File: config.mk
export PLATFORM = sky130hd
export DESIGN_NAME = dlatch_bank_write_ctrl
export DESIGN_NICKNAME = d
export VERILOG_FILES = /design/src/rtl/dlatch_bank_write_ctrl.sv
export SDC_FILE = /design/constraint.sdc
export NUM_CORES = 1
export LEC_CHECK = 0
export ABC_AREA = 1
export CAP_MARGIN = 20
export CORE_ASPECT_RATIO = 1.75
export CORE_UTILIZATION = 45
export CTS_BUF_LIST = sky130_fd_sc_hd__clkbuf_4
export CTS_CLUSTER_SIZE = 12
export DETAILED_ROUTE_END_ITERATION = 7
export MAX_ROUTING_LAYER = met4
export PLACE_DENSITY_LB_ADDON = 0.2
export SYNTH_ARGS = -nofsm -noshare
export SYNTH_HDL_FRONTEND = slang
export SYNTH_SLANG_ARGS = --single-unit
File: constraint.sdc
create_clock -name C -period 1.6 [get_ports C]
set_clock_uncertainty 0.05 [all_clocks]
set_input_delay 0.24 -clock C [delete_from_list [all_inputs] [get_ports C]]
set_output_delay 0.24 -clock C [all_outputs]
set_load 0.02 [all_outputs]
File: src/rtl/dlatch_bank_write_ctrl.sv
// rtl/dlatch_bank_write_ctrl.sv - two-requester round-robin write sequencer for an external D-latch bank
module dlatch_bank_write_ctrl #(
    parameter int WIDTH     = 8,
    parameter int NREG      = 4,
    parameter int AW        = 2,
    parameter int SETUP_CYC = 1,
    parameter int PULSE_CYC = 2,
    parameter int HOLD_CYC  = 1
) (
    input  logic             C,
    input  logic             R,
    input  logic             req0,
    input  logic [AW-1:0]    addr0,
    input  logic [WIDTH-1:0] data0,
    input  logic             req1,
    input  logic [AW-1:0]    addr1,
    input  logic [WIDTH-1:0] data1,
    output logic             ack0,
    output logic             ack1,
    output logic             err,
    output logic [NREG-1:0]  G,
    output logic [WIDTH-1:0] D,
    output logic             busy,
    output logic             gnt
);

    localparam int CW = 16;
    localparam logic [AW:0] NREG_W = (AW+1)'(NREG);

    typedef enum logic [2:0] {
        ST_IDLE,
        ST_SETUP,
        ST_PULSE,
        ST_HOLD,
        ST_ACK
    } state_t;

    state_t           r_state;
    logic [CW-1:0]    r_cnt;
    logic [AW-1:0]    r_addr;
    logic [WIDTH-1:0] r_d;
    logic [NREG-1:0]  r_g;
    logic             r_ack0;
    logic             r_ack1;
    logic             r_err;
    logic             r_err_flag;
    logic             r_busy;
    logic             r_gnt;

    logic             w_any_req;
    logic             w_win;
    logic [AW-1:0]    w_addr;
    logic [WIDTH-1:0] w_data;
    logic             w_bad_addr;
    logic [NREG-1:0]  w_onehot;

    // Winner selection: a lone request wins outright, a tie goes to the requester not granted last time
    always_comb begin
        w_any_req  = req0 | req1;
        w_win      = (req0 && req1) ? ~r_gnt : req1;
        w_addr     = w_win ? addr1 : addr0;
        w_data     = w_win ? data1 : data0;
        w_bad_addr = ({1'b0, r_addr} >= NREG_W);
        w_onehot   = w_bad_addr ? '0 : (NREG'(1) << r_addr);
    end

    // Write sequencing FSM; every output is a register updated on state entry so D and G never move together
    always_ff @(posedge C) begin
        if (R) begin
            r_state    <= ST_IDLE;
            r_cnt      <= '0;
            r_addr     <= '0;
            r_d        <= '0;
            r_g        <= '0;
            r_ack0     <= 1'b0;
            r_ack1     <= 1'b0;
            r_err      <= 1'b0;
            r_err_flag <= 1'b0;
            r_busy     <= 1'b0;
            r_gnt      <= 1'b1;
        end else begin
            case (r_state)
                ST_IDLE: begin
                    if (w_any_req) begin
                        r_gnt      <= w_win;
                        r_addr     <= w_addr;
                        r_d        <= w_data;
                        r_err_flag <= 1'b0;
                        r_busy     <= 1'b1;
                        r_cnt      <= CW'(SETUP_CYC - 1);
                        r_state    <= ST_SETUP;
                    end
                end
                ST_SETUP: begin
                    if (r_cnt == '0) begin
                        r_g        <= w_onehot;
                        r_err_flag <= w_bad_addr;
                        r_cnt      <= CW'(PULSE_CYC - 1);
                        r_state    <= ST_PULSE;
                    end else begin
                        r_cnt <= r_cnt - 1'b1;
                    end
                end
                ST_PULSE: begin
                    if (r_cnt == '0) begin
                        r_g     <= '0;
                        r_cnt   <= CW'(HOLD_CYC - 1);
                        r_state <= ST_HOLD;
                    end else begin
                        r_cnt <= r_cnt - 1'b1;
                    end
                end
                ST_HOLD: begin
                    if (r_cnt == '0) begin
                        r_ack0  <= ~r_gnt;
                        r_ack1  <= r_gnt;
                        r_err   <= r_err_flag;
                        r_state <= ST_ACK;
                    end else begin
                        r_cnt <= r_cnt - 1'b1;
                    end
                end
                ST_ACK: begin
                    // D is left alone here so the latch data stays put until the next grant
                    r_ack0  <= 1'b0;
                    r_ack1  <= 1'b0;
                    r_err   <= 1'b0;
                    r_busy  <= 1'b0;
                    r_state <= ST_IDLE;
                end
                default: begin
                    r_g     <= '0;
                    r_busy  <= 1'b0;
                    r_state <= ST_IDLE;
                end
            endcase
        end
    end

    assign ack0 = r_ack0;
    assign ack1 = r_ack1;
    assign err  = r_err;
    assign G    = r_g;
    assign D    = r_d;
    assign busy = r_busy;
    assign gnt  = r_gnt;

endmodule

==> summary.txt, run 1 <==
Run status
  – Status: finished, final reports clean

Yosys
  – Syn Inst Count: 314
  – Leading area contributor after synthesis: dfxtp_1
  – FF+latch count, synth: 37
  – Syn avg cell area: 6.71 um^2
  – Synth Warn #: 0
  – Post-Syn Nets: 340
  – Distinct cells, synth: 27
  – Largest cells by area after synthesis: dfxtp_1, nand2_1, a21oi_1, inv_1, nand3_1
  – Yosys top cell area share: 35.2%
  – Register area share after synthesis: 35.2%
  – Mapped Area: 2110 um^2

Floorplan
  – Initial Utilization: 47.4%
  – Die area: 4970 um^2
  – IO Count: 41
  – DIE HEIGHT: 92.5 um
  – Core box area: 4440 um^2
  – Die W: 53.7 um
  – Row Count: 32

Detailed routing
  – Drt drc: 0
  – Initial DRC Count: 39
  – Routed WL: 5630 um
  – Avg Vias per Cell: 5.24
  – DRT Pass-1 Iters: 4
  – Post-route ant nets: 0
  – Vias: 2289
  – Routed len/inst: 12.9 um

Worst setup path
  – Critical Path Fanout Max: 6
  – Worst endpoint required time: 1.82 ns
  – Crit. End Element: flip-flop
  – Reg-to-reg endpoint: r_cnt[11]
  – R2R Setup Slk: 0.06 ns
  – Reg2reg start: r_cnt[1]
  – CP Data Arrival Time: 1.76 ns
  – Crit path kind: reg -> reg
  – Worst setup SP type: flip-flop
  – Worst-case reg-to-reg path depth: 11

Run
  – Max-Cap Viols: 0

Final layout
  – FILL cells: 381
  – Nets: 411
  – Commonest non-fill, non-tap cell in the layout: nand2_1
  – Finished Core Util: 67.2%
  – Share of cells above drive strength 1: 27.7%
  – Most frequent cells in the layout: nand2_1, buf_4, inv_1, a21oi_1, dfxtp_1
  – Diode count: 0
  – P&R area growth vs syn: 41.8%

STA
  – Setup violations, final: 0
  – Fmax: 0.648 GHz
  – Slew margin rel.: 64.1%
  – Tightest Pin Transition: 0.537 ns
  – RSZ-0062 raised after global routing: yes
  – Final period util: 96.5%
  – Final worst slack: 0.0558 ns
  – Slew Limit Fails: 0
  – Crit path time final: 1.54 ns
  – Final hold vios: 0

Global routing
  – Initial antenna violation count: 0
  – Largest net degree at the start of global routing: 23
  – Overflow after GRT: 0
  – Vias in the first global route: 2213
  – GR Util All Layers: 26.4%
  – First-pass GRT wire length: 9400 um

Clock tree
  – CTS buffer count: 5
  – Hold-fix buffers at CTS: 0
  – CTS root buf: clkbuf_4
  – Max Root-Sink Buffers: 2
  – Reg clk slew, reported paths: 0.12 ns
  – Clock Sinks: 37
  – CTS tree: yes
  – Worst-skew pair later-pin latency: 0.36 ns
  – H-tree depth: 2

Placed design
  – Port bufs: 39
  – Place WS: -0.202 ns
  – Final GP Congestion: 0.844
  – DP HPWL: 4120 um

Power and ir drop
  – Final Power: 6.37 mW
  – Maximum vdd ir drop: 1.34 mV
  – Pwr Density: 2130 nW/um^2
  – Leak pwr: 1.42 nW

Worst hold path
  – Hold Path End: D[0]
  – Hold_sp: data1[0]
  – Worst Hold Depth: 3
  – Hold/Removal Path Class: in -> reg
-- metal layers --
metal / up-vias / wire [um] / track usage (%) / part of all wire [%]
met1: 1048 / 2070 / 25.6 / 37
met5: - / 0 / - / 0
met4: 0 / 146 / 10.3 / 2.6
met2: 58 / 3260 / 48.8 / 58
met3: 12 / 159 / 3.94 / 2.8
li1: 1171 / - / - / -
-- synthesized netlist by cell type --
cell and instances:
nand3b_1 1, inv_2 3, nand3_4 1, o21ai_0 12
nand3_1 25, nand2_1 71, buf_12 1, nor2_2 14
clkbuf_1 5, buf_4 1, a31oi_2 1, ha_1 2
a21oi_1 33, buf_2 4, buf_1 1, nor2_1 23
nor2_4 5, o211ai_1 1, inv_1 36, nand2_4 2
dfxtp_1 37, conb_1 1, nand2_2 5, nand4_1 19
o21a_1 1, a211oi_1 1, nor3_1 8
-- what timing repair did --
action,CTS,global route
setup buffers,0,4
setup endpoints to repair,25,27
resized for setup,17,48
pin swaps,1,17
cloned,1,0
-- critical path, stage by stage, from the launching register on --
cell and delay (ns):
dfxtp_2 0.34, inv_2 0.07, ha_4 0.16, nand2_2 0.06, nor2_2 0.09, nand2_2 0.08, nand2_2 0.08, nand2_2 0.06
nor2_4 0.17, nand2_8 0.10, nand2_8 0.12, nor2_1 0.06
-- area by class of cell --
class	instances	area (um^2)	area share, %
Timing Repair Buffer	75	672	22.5
Sequential cell	37	751	25.1
Clock inverter	2	10.0	0.335
Inverter	39	149	4.99
Multi-Input combinational cell	227	1290	43.4
Tap cell	51	63.8	2.14
Clock buffer	6	45.0	1.51
-- how the worst max path moves through the flow --
stage | start | to | slack (ns) | cells past startpoint
2_1_floorplan | r_cnt[0] | r_cnt[12] | 0.06 | 11
3_3_place_gp | req0 | r_cnt[13] | -0.17 | 8
3_5_place_dp | req0 | r_cnt[13] | -0.20 | 8
4_1_cts | r_cnt[1] | r_cnt[10] | -0.003 | 11
5_1_grt | r_cnt[7] | r_cnt[14] | -0.04 | 10
6_report | r_cnt[1] | r_cnt[11] | 0.06 | 11
-- stage by stage --
step                      setup TNS (ns)  area (um^2)  std cells  hold WS (ns)
after floorplan                        0         2110        314         0.337
after global placement             -2.53         2740        424         0.382
after detailed placement           -3.49         2740        424         0.387
after CTS                       -0.00389         2820        433         0.371
after global routing              -0.166         2990        437         0.389
final                                  0         2990        437         0.375
-- power by group --
part | internal [mW] | switching [mW] | leakage, nW
Combinational | 1.78 | 2.60 | 1.08
Sequential | 1.23 | 0.232 | 0.307
Clock | 0.185 | 0.340 | 0.0354
Total | 3.19 | 3.17 | 1.42
-- state kept, by name, summed over array words and instances, names as in the netlist --
register and flops:
r_cnt 16, D 8, G 4, r_state 3, r_addr 2, ack0 1, ack1 1, busy 1
gnt 1
-- logic make-up (layout without fill, tap and decap cells) --
group,Yosys count,in the layout,share of synthesized area [%]
AO/OA/AOI/OAI,49,49,12.4
adder cells (fa/ha/maj),2,2,1.19
buffers and inverters,51,122,10.3
flip-flops,37,37,35.2
other,1,1,0.178
AND/OR/NAND/NOR,174,175,40.8
Power figures use the tool's default switching activity.
==> run 2: changes to the inputs <==
--- a/config.mk
+++ b/config.mk
@@ -14,6 +14,7 @@
 export DETAILED_ROUTE_END_ITERATION = 7
 export MAX_ROUTING_LAYER = met4
 export PLACE_DENSITY_LB_ADDON = 0.2
+export REMOVE_ABC_BUFFERS = 1
 export SYNTH_ARGS = -nofsm -noshare
 export SYNTH_HDL_FRONTEND = slang
 export SYNTH_SLANG_ARGS = --single-unit
==> run 2 against run 1 <==
Effect of this change: critical path depth is 1 lower; first-iteration DRC count is 77% higher; hold slack worse by 0.0043 ns; clock power is 26% higher; sequential cell count stayed put; utilization is 0.39 points lower; sequential power hardly changed; combinational power is 0.9% higher; critical endpoint unchanged.
==> summary.txt, run 2 (synthesis gave the netlist of run 1 again) <==
Detailed routing
  – Routed len/inst: 13.0 um
  – DRT Pass-1 Iters: 4
  – Post-route ant nets: 0
  – Drt drc: 0
  – Routed WL: 5630 um
  – Initial DRC Count: 69
  – Vias: 2300
  – Avg Vias per Cell: 5.30

Final layout
  – Share of cells above drive strength 1: 27.4%
  – Commonest non-fill, non-tap cell in the layout: nand2_1
  – Final std cells w/o fill: 434
  – Register area: 752 um^2
  – P&R area growth vs syn: 40.9%
  – FILL cells: 388
  – Reg with most FFs: r_cnt
  – Multi-input logic area: 1290 um^2
  – Largest register FFs: 16
  – Nets: 408
  – Most frequent cells in the layout: nand2_1, a21oi_1, inv_1
  – Diode count: 0

STA
  – Slew Limit Fails: 0
  – Crit path time final: 1.56 ns
  – Final period util: 97.7%
  – Fmax: 0.640 GHz
  – Final worst slack: 0.0368 ns
  – Setup TNS: 0 ns
  – Hold slack: 0.371 ns
  – Final hold vios: 0
  – Setup violations, final: 0

Clock tree
  – CTS buffer count: 5
  – Max Root-Sink Buffers: 2
  – CTS root buf: clkbuf_4
  – Clock Sinks: 37
  – Reg clk slew, reported paths: 0.12 ns
  – H-tree depth: 2
  – CTS tree: yes
  – Worst-skew pair later-pin latency: 0.36 ns

Placed design
  – Place WS: -0.224 ns
  – DP HPWL: 4040 um
  – Final GP Congestion: 0.859
  – Placed Instances: 421
  – Port bufs: 39

Power and ir drop
  – Pwr Density: 2210 nW/um^2
  – Final Power: 6.56 mW
  – Leak pwr: 1.37 nW
  – Maximum vdd ir drop: 1.37 mV
  – Cell internal pwr: 3.35 mW
  – Comb power frac: 67.3%
  – Sequential Power Share: 22.6%
  – Sw frac: 49.0%
  – Clock share of power: 10.1%
  – Sw power: 3.21 mW

Global routing
  – Vias in the first global route: 2221
  – First-pass GRT wire length: 9070 um
  – Largest net degree at the start of global routing: 23
  – GR Util All Layers: 25.0%
  – Initial antenna violation count: 0
  – Overflow after GRT: 0

Worst setup path
  – Crit path kind: reg -> reg
  – R2R Setup Slk: 0.04 ns
  – Worst endpoint required time: 1.81 ns
  – Crit. End Element: flip-flop
  – Critical Path Fanout Max: 6
  – Worst-case reg-to-reg path depth: 10
  – Reg2reg start: r_cnt[6]
  – CP Data Arrival Time: 1.78 ns
  – Reg-to-reg endpoint: r_cnt[11]
  – Worst setup SP type: flip-flop

Floorplan
  – Row Count: 32
  – DIE HEIGHT: 92.5 um
  – Initial Utilization: 47.4%
  – Die W: 53.7 um
  – Core box area: 4440 um^2
  – IO Count: 41
  – Die area: 4970 um^2

Worst hold path
  – Worst Hold Depth: 3
  – Hold/Removal Path Class: in -> reg
  – Hold Path End: r_addr[1]
  – Hold_sp: addr1[1]

Run status
  – Status: finished, final reports clean

Run
  – Max-Cap Viols: 0
==> run 2: cell types whose count changed in the layout (fill, tap and decap cells not counted), sizes merged <==
cell,change
dlymetal6s2s,-3
clkinv,-1
clkinvlp,+1
buf,-3
dlygate4sd2,+3
clkbuf,-1
bufinv,+1
==> run 2: how the worst max path moves through the flow <==
stage | startpoint | to | slack [ns] | depth (start not counted)
finish | r_cnt[6] | r_cnt[11] | 0.04 | 10
global route | r_cnt[7] | r_cnt[11] | -0.09 | 10
detailed placement | req0 | r_cnt[13] | -0.22 | 8
CTS | r_cnt[4] | r_cnt[10] | 0.02 | 10
global placement | req0 | r_cnt[13] | -0.19 | 8
floorplan | r_state[1] | r_cnt[10] | -0.13 | 7
==> run 2: repair_timing <==
item | CTS | global route
cloned | 0 | 1
gates resized for setup | 18 | 46
endpoints found under the setup margin | 28 | 19
buffers inserted | 0 | 4
hold buffers | 0 | 0
pin swaps | 0 | 13
==> run 2: worst max-delay path: stages (launching register included) <==
cell and delay (ns):
dfxtp_4 0.38, nor2_4 0.13, nand2_4 0.09, nor2_2 0.13, nand2_2 0.09, nand2_2 0.08
nand2_2 0.06, nor2_4 0.12, nand2_4 0.12, nand2_8 0.14, nor2_1 0.06
==> run 2: power by group through the flow <==
stage | clock, mW | sequential [mW] | combinational [mW]
global placement | 0 | 1.45 | 3.76
CTS | 0.674 | 1.43 | 3.80
detailed placement | 0 | 1.45 | 3.82
floorplan | 0 | 1.56 | 2.37
finish | 0.664 | 1.48 | 4.42
global route | 0.718 | 1.52 | 4.87
==> run 2: metal layers <==
| layer | up-vias | global-route usage (%) | wire (um) |
|---|---|---|---|
| met2 | 63 | 46.1 | 3110 |
| met3 | 17 | 3.94 | 215 |
| met5 | - | - | 0 |
| met4 | 0 | 11.2 | 257 |
| met1 | 1056 | 23.5 | 2040 |
| li1 | 1164 | - | - |
==> run 2: stage by stage <==
stage	cell area [um^2]	util (%)
detailed placement	2720	61.2
CTS	2790	62.8
global placement	2720	61.2
finish	2970	66.8
global route	2970	66.8
floorplan	2040	-
==> run 2: cell type report <==
class | count | area share, %
multi-input cells | 227 | 43.4
flip-flops and latches | 37 | 25.3
repair buffers | 72 | 21.5
inverters | 39 | 4.93
well taps | 51 | 2.15
clock inverters | 3 | 1.39
clock buffers | 5 | 1.26
==> run 3: changes to the inputs <==
--- a/config.mk
+++ b/config.mk
@@ -13,7 +13,7 @@
 export CTS_CLUSTER_SIZE = 12
 export DETAILED_ROUTE_END_ITERATION = 7
 export MAX_ROUTING_LAYER = met4
-export PLACE_DENSITY_LB_ADDON = 0.2
+export PLACE_DENSITY = 0.84
 export REMOVE_ABC_BUFFERS = 1
 export SYNTH_ARGS = -nofsm -noshare
 export SYNTH_HDL_FRONTEND = slang
==> run 3 against run 2 <==
Effect of this change: maximum frequency is 2.1% lower; die area unchanged; count of clock-buffer cells in the layout rose by 1; utilization increased by 2.1 points; critical path depth increased by 1; sequential cell count stayed put; routed wire length rose by 13%; first-iteration DRC count up 84%; clock power grew 5.7%; critical endpoint is now r_cnt[13].
==> summary.txt, run 3 (synthesis gave the netlist of run 1 again) <==
Floorplan
  – Core box area: 4440 um^2
  – Die W: 53.7 um
  – Die area: 4970 um^2
  – IO Count: 41
  – DIE HEIGHT: 92.5 um
  – Initial Utilization: 47.4%
  – Row Count: 32

Detailed routing
  – DRT Pass-1 Iters: 5
  – Met3 wire len: 272 um
  – Avg Vias per Cell: 5.55
  – Vias: 2404
  – Met2 wire len: 3580 um
  – Routed len/inst: 14.6 um
  – Met1 WL: 2200 um
  – Initial DRC Count: 127
  – Uppermost routed layer: met4
  – Routed WL: 6340 um
  – Drt drc: 0
  – Post-route ant nets: 0

Clock tree
  – CTS root buf: clkbuf_4
  – H-tree depth: 2
  – Worst-skew pair later-pin latency: 0.36 ns
  – CTS tree: yes
  – Clock Sinks: 37
  – Max Root-Sink Buffers: 2
  – CTS buffer count: 5
  – Reg clk slew, reported paths: 0.13 ns

Final layout
  – Share of cells above drive strength 1: 29.6%
  – Nets: 407
  – Diode count: 0
  – Reg with most FFs: r_cnt
  – P&R area growth vs syn: 45.3%
  – Most frequent cells in the layout: nand2_1, a21oi_1, inv_1
  – Finished Cell Area: 3060 um^2
  – Largest register FFs: 16
  – FILL cells: 339
  – Commonest non-fill, non-tap cell in the layout: nand2_1

Worst hold path
  – Hold/Removal Path Class: in -> reg

STA
  – Slew Limit Fails: 0
  – Setup violations, final: 0
  – Final hold vios: 0
  – Crit path time final: 1.60 ns
  – Final period util: 99.8%
  – RSZ-0062 raised after global routing: yes
  – Fmax: 0.626 GHz

Power and ir drop
  – Pwr Density: 2280 nW/um^2
  – Leak pwr: 1.41 nW
  – Maximum vdd ir drop: 1.61 mV
  – Final Power: 6.99 mW

Worst setup path
  – Slowest cell on the critical path: dfxtp_2
  – Critical Path Fanout Max: 4
  – Worst path most repeated cell: nand2_2
  – CP Data Arrival Time: 1.85 ns
  – Buf/Inv on CP: 3
  – Crit path max-delay family: simple AND/OR/NAND/NOR gates
  – Crit. End Element: flip-flop
  – Worst endpoint required time: 1.85 ns
  – Worst setup SP type: flip-flop
  – CP peak stage delay: 0.36 ns
  – R2R Setup Slk: 0.003 ns
  – Crit-path cells: nor2_2, nand2_2, buf_4, nor2_4, nand3_4, nand2_4, inv_4, buf_4, nand2_2, nand2_2, nor2_4
  – Crit path kind: reg -> reg

Placed design
  – DP HPWL: 4240 um
  – Port bufs: 39
  – Placed Area: 2720 um^2
  – Final GP Congestion: 0.909

Global routing
  – GR Util All Layers: 28.0%
  – Largest net degree at the start of global routing: 23
  – First-pass GRT wire length: 10000 um
  – Overflow after GRT: 0
  – Vias in the first global route: 2391
  – Initial antenna violation count: 0

Run
  – Max-Cap Viols: 0

Run status
  – Status: finished, final reports clean
run 3: cell type report:
cell class / instances / area, um^2 / share of cell area [%]
multi-input cells: 227 / 1370 / 44.7
flip-flops and latches: 37 / 752 / 24.6
repair buffers: 71 / 642 / 21.0
inverters: 39 / 151 / 4.95
well taps: 51 / 63.8 / 2.09
clock buffers: 6 / 45.0 / 1.47
clock inverters: 2 / 38.8 / 1.27
run 3: final timing paths:
| check | startpoint | endpoint | cells after the start |
|---|---|---|---|
| hold / removal | data1[1] | D[1] | 3 |
| setup reg to reg | r_cnt[8] | r_cnt[13] | 11 |
| hold reg to reg | ack0 | ack0 | 2 |
| setup / recovery | r_cnt[8] | r_cnt[13] | 11 |
run 3: metrics by stage:
step / setup TNS, ns / worst slack, ns / hold WS, ns / utilization, % / instances
3_5_place_dp: -4.26 / -0.263 / 0.386 / 61.2 / 421
4_1_cts: -0.00698 / -0.00698 / 0.363 / 63.8 / 430
3_3_place_gp: -2.70 / -0.175 / 0.382 / 61.2 / 421
2_1_floorplan: -1.32 / -0.133 / 0.259 / - / 302
5_1_grt: -0.605 / -0.0694 / 0.376 / 68.8 / 433
6_report: 0 / 0.00337 / 0.370 / 68.8 / 433
run 3: power by group:
| group | switching, mW | leakage [nW] | internal (mW) |
|---|---|---|---|
| Sequential | 0.248 | 0.307 | 1.23 |
| Clock | 0.352 | 0.0459 | 0.349 |
| Combinational | 2.92 | 1.05 | 1.88 |
| Total | 3.52 | 1.41 | 3.46 |
run 3: what timing repair did:
action | 4_1_cts | 5_1_grt
endpoints found under the setup margin | 29 | 21
pin swaps | 8 | 17
resized for setup | 26 | 60
cloned | 1 | 0
setup buffers | 0 | 3
hold buffers | 0 | 0
run 3: worst register-to-register path: stages (launching register included):
cell and delay [ns]:
dfxtp_2 0.36, nor2_2 0.15, nand2_2 0.07, buf_4 0.15, nor2_4 0.12, nand3_4 0.12, nand2_4 0.10, inv_4 0.05
buf_4 0.14, nand2_2 0.07, nand2_2 0.07, nor2_4 0.09
run 3: layer usage:
layer / GRT usage, % / vias to the layer above
li1: - / 1160
met1: 25.4 / 1117
met2: 50.8 / 101
met3: 4.27 / 26
met4: 16.7 / 0
met5: - / -
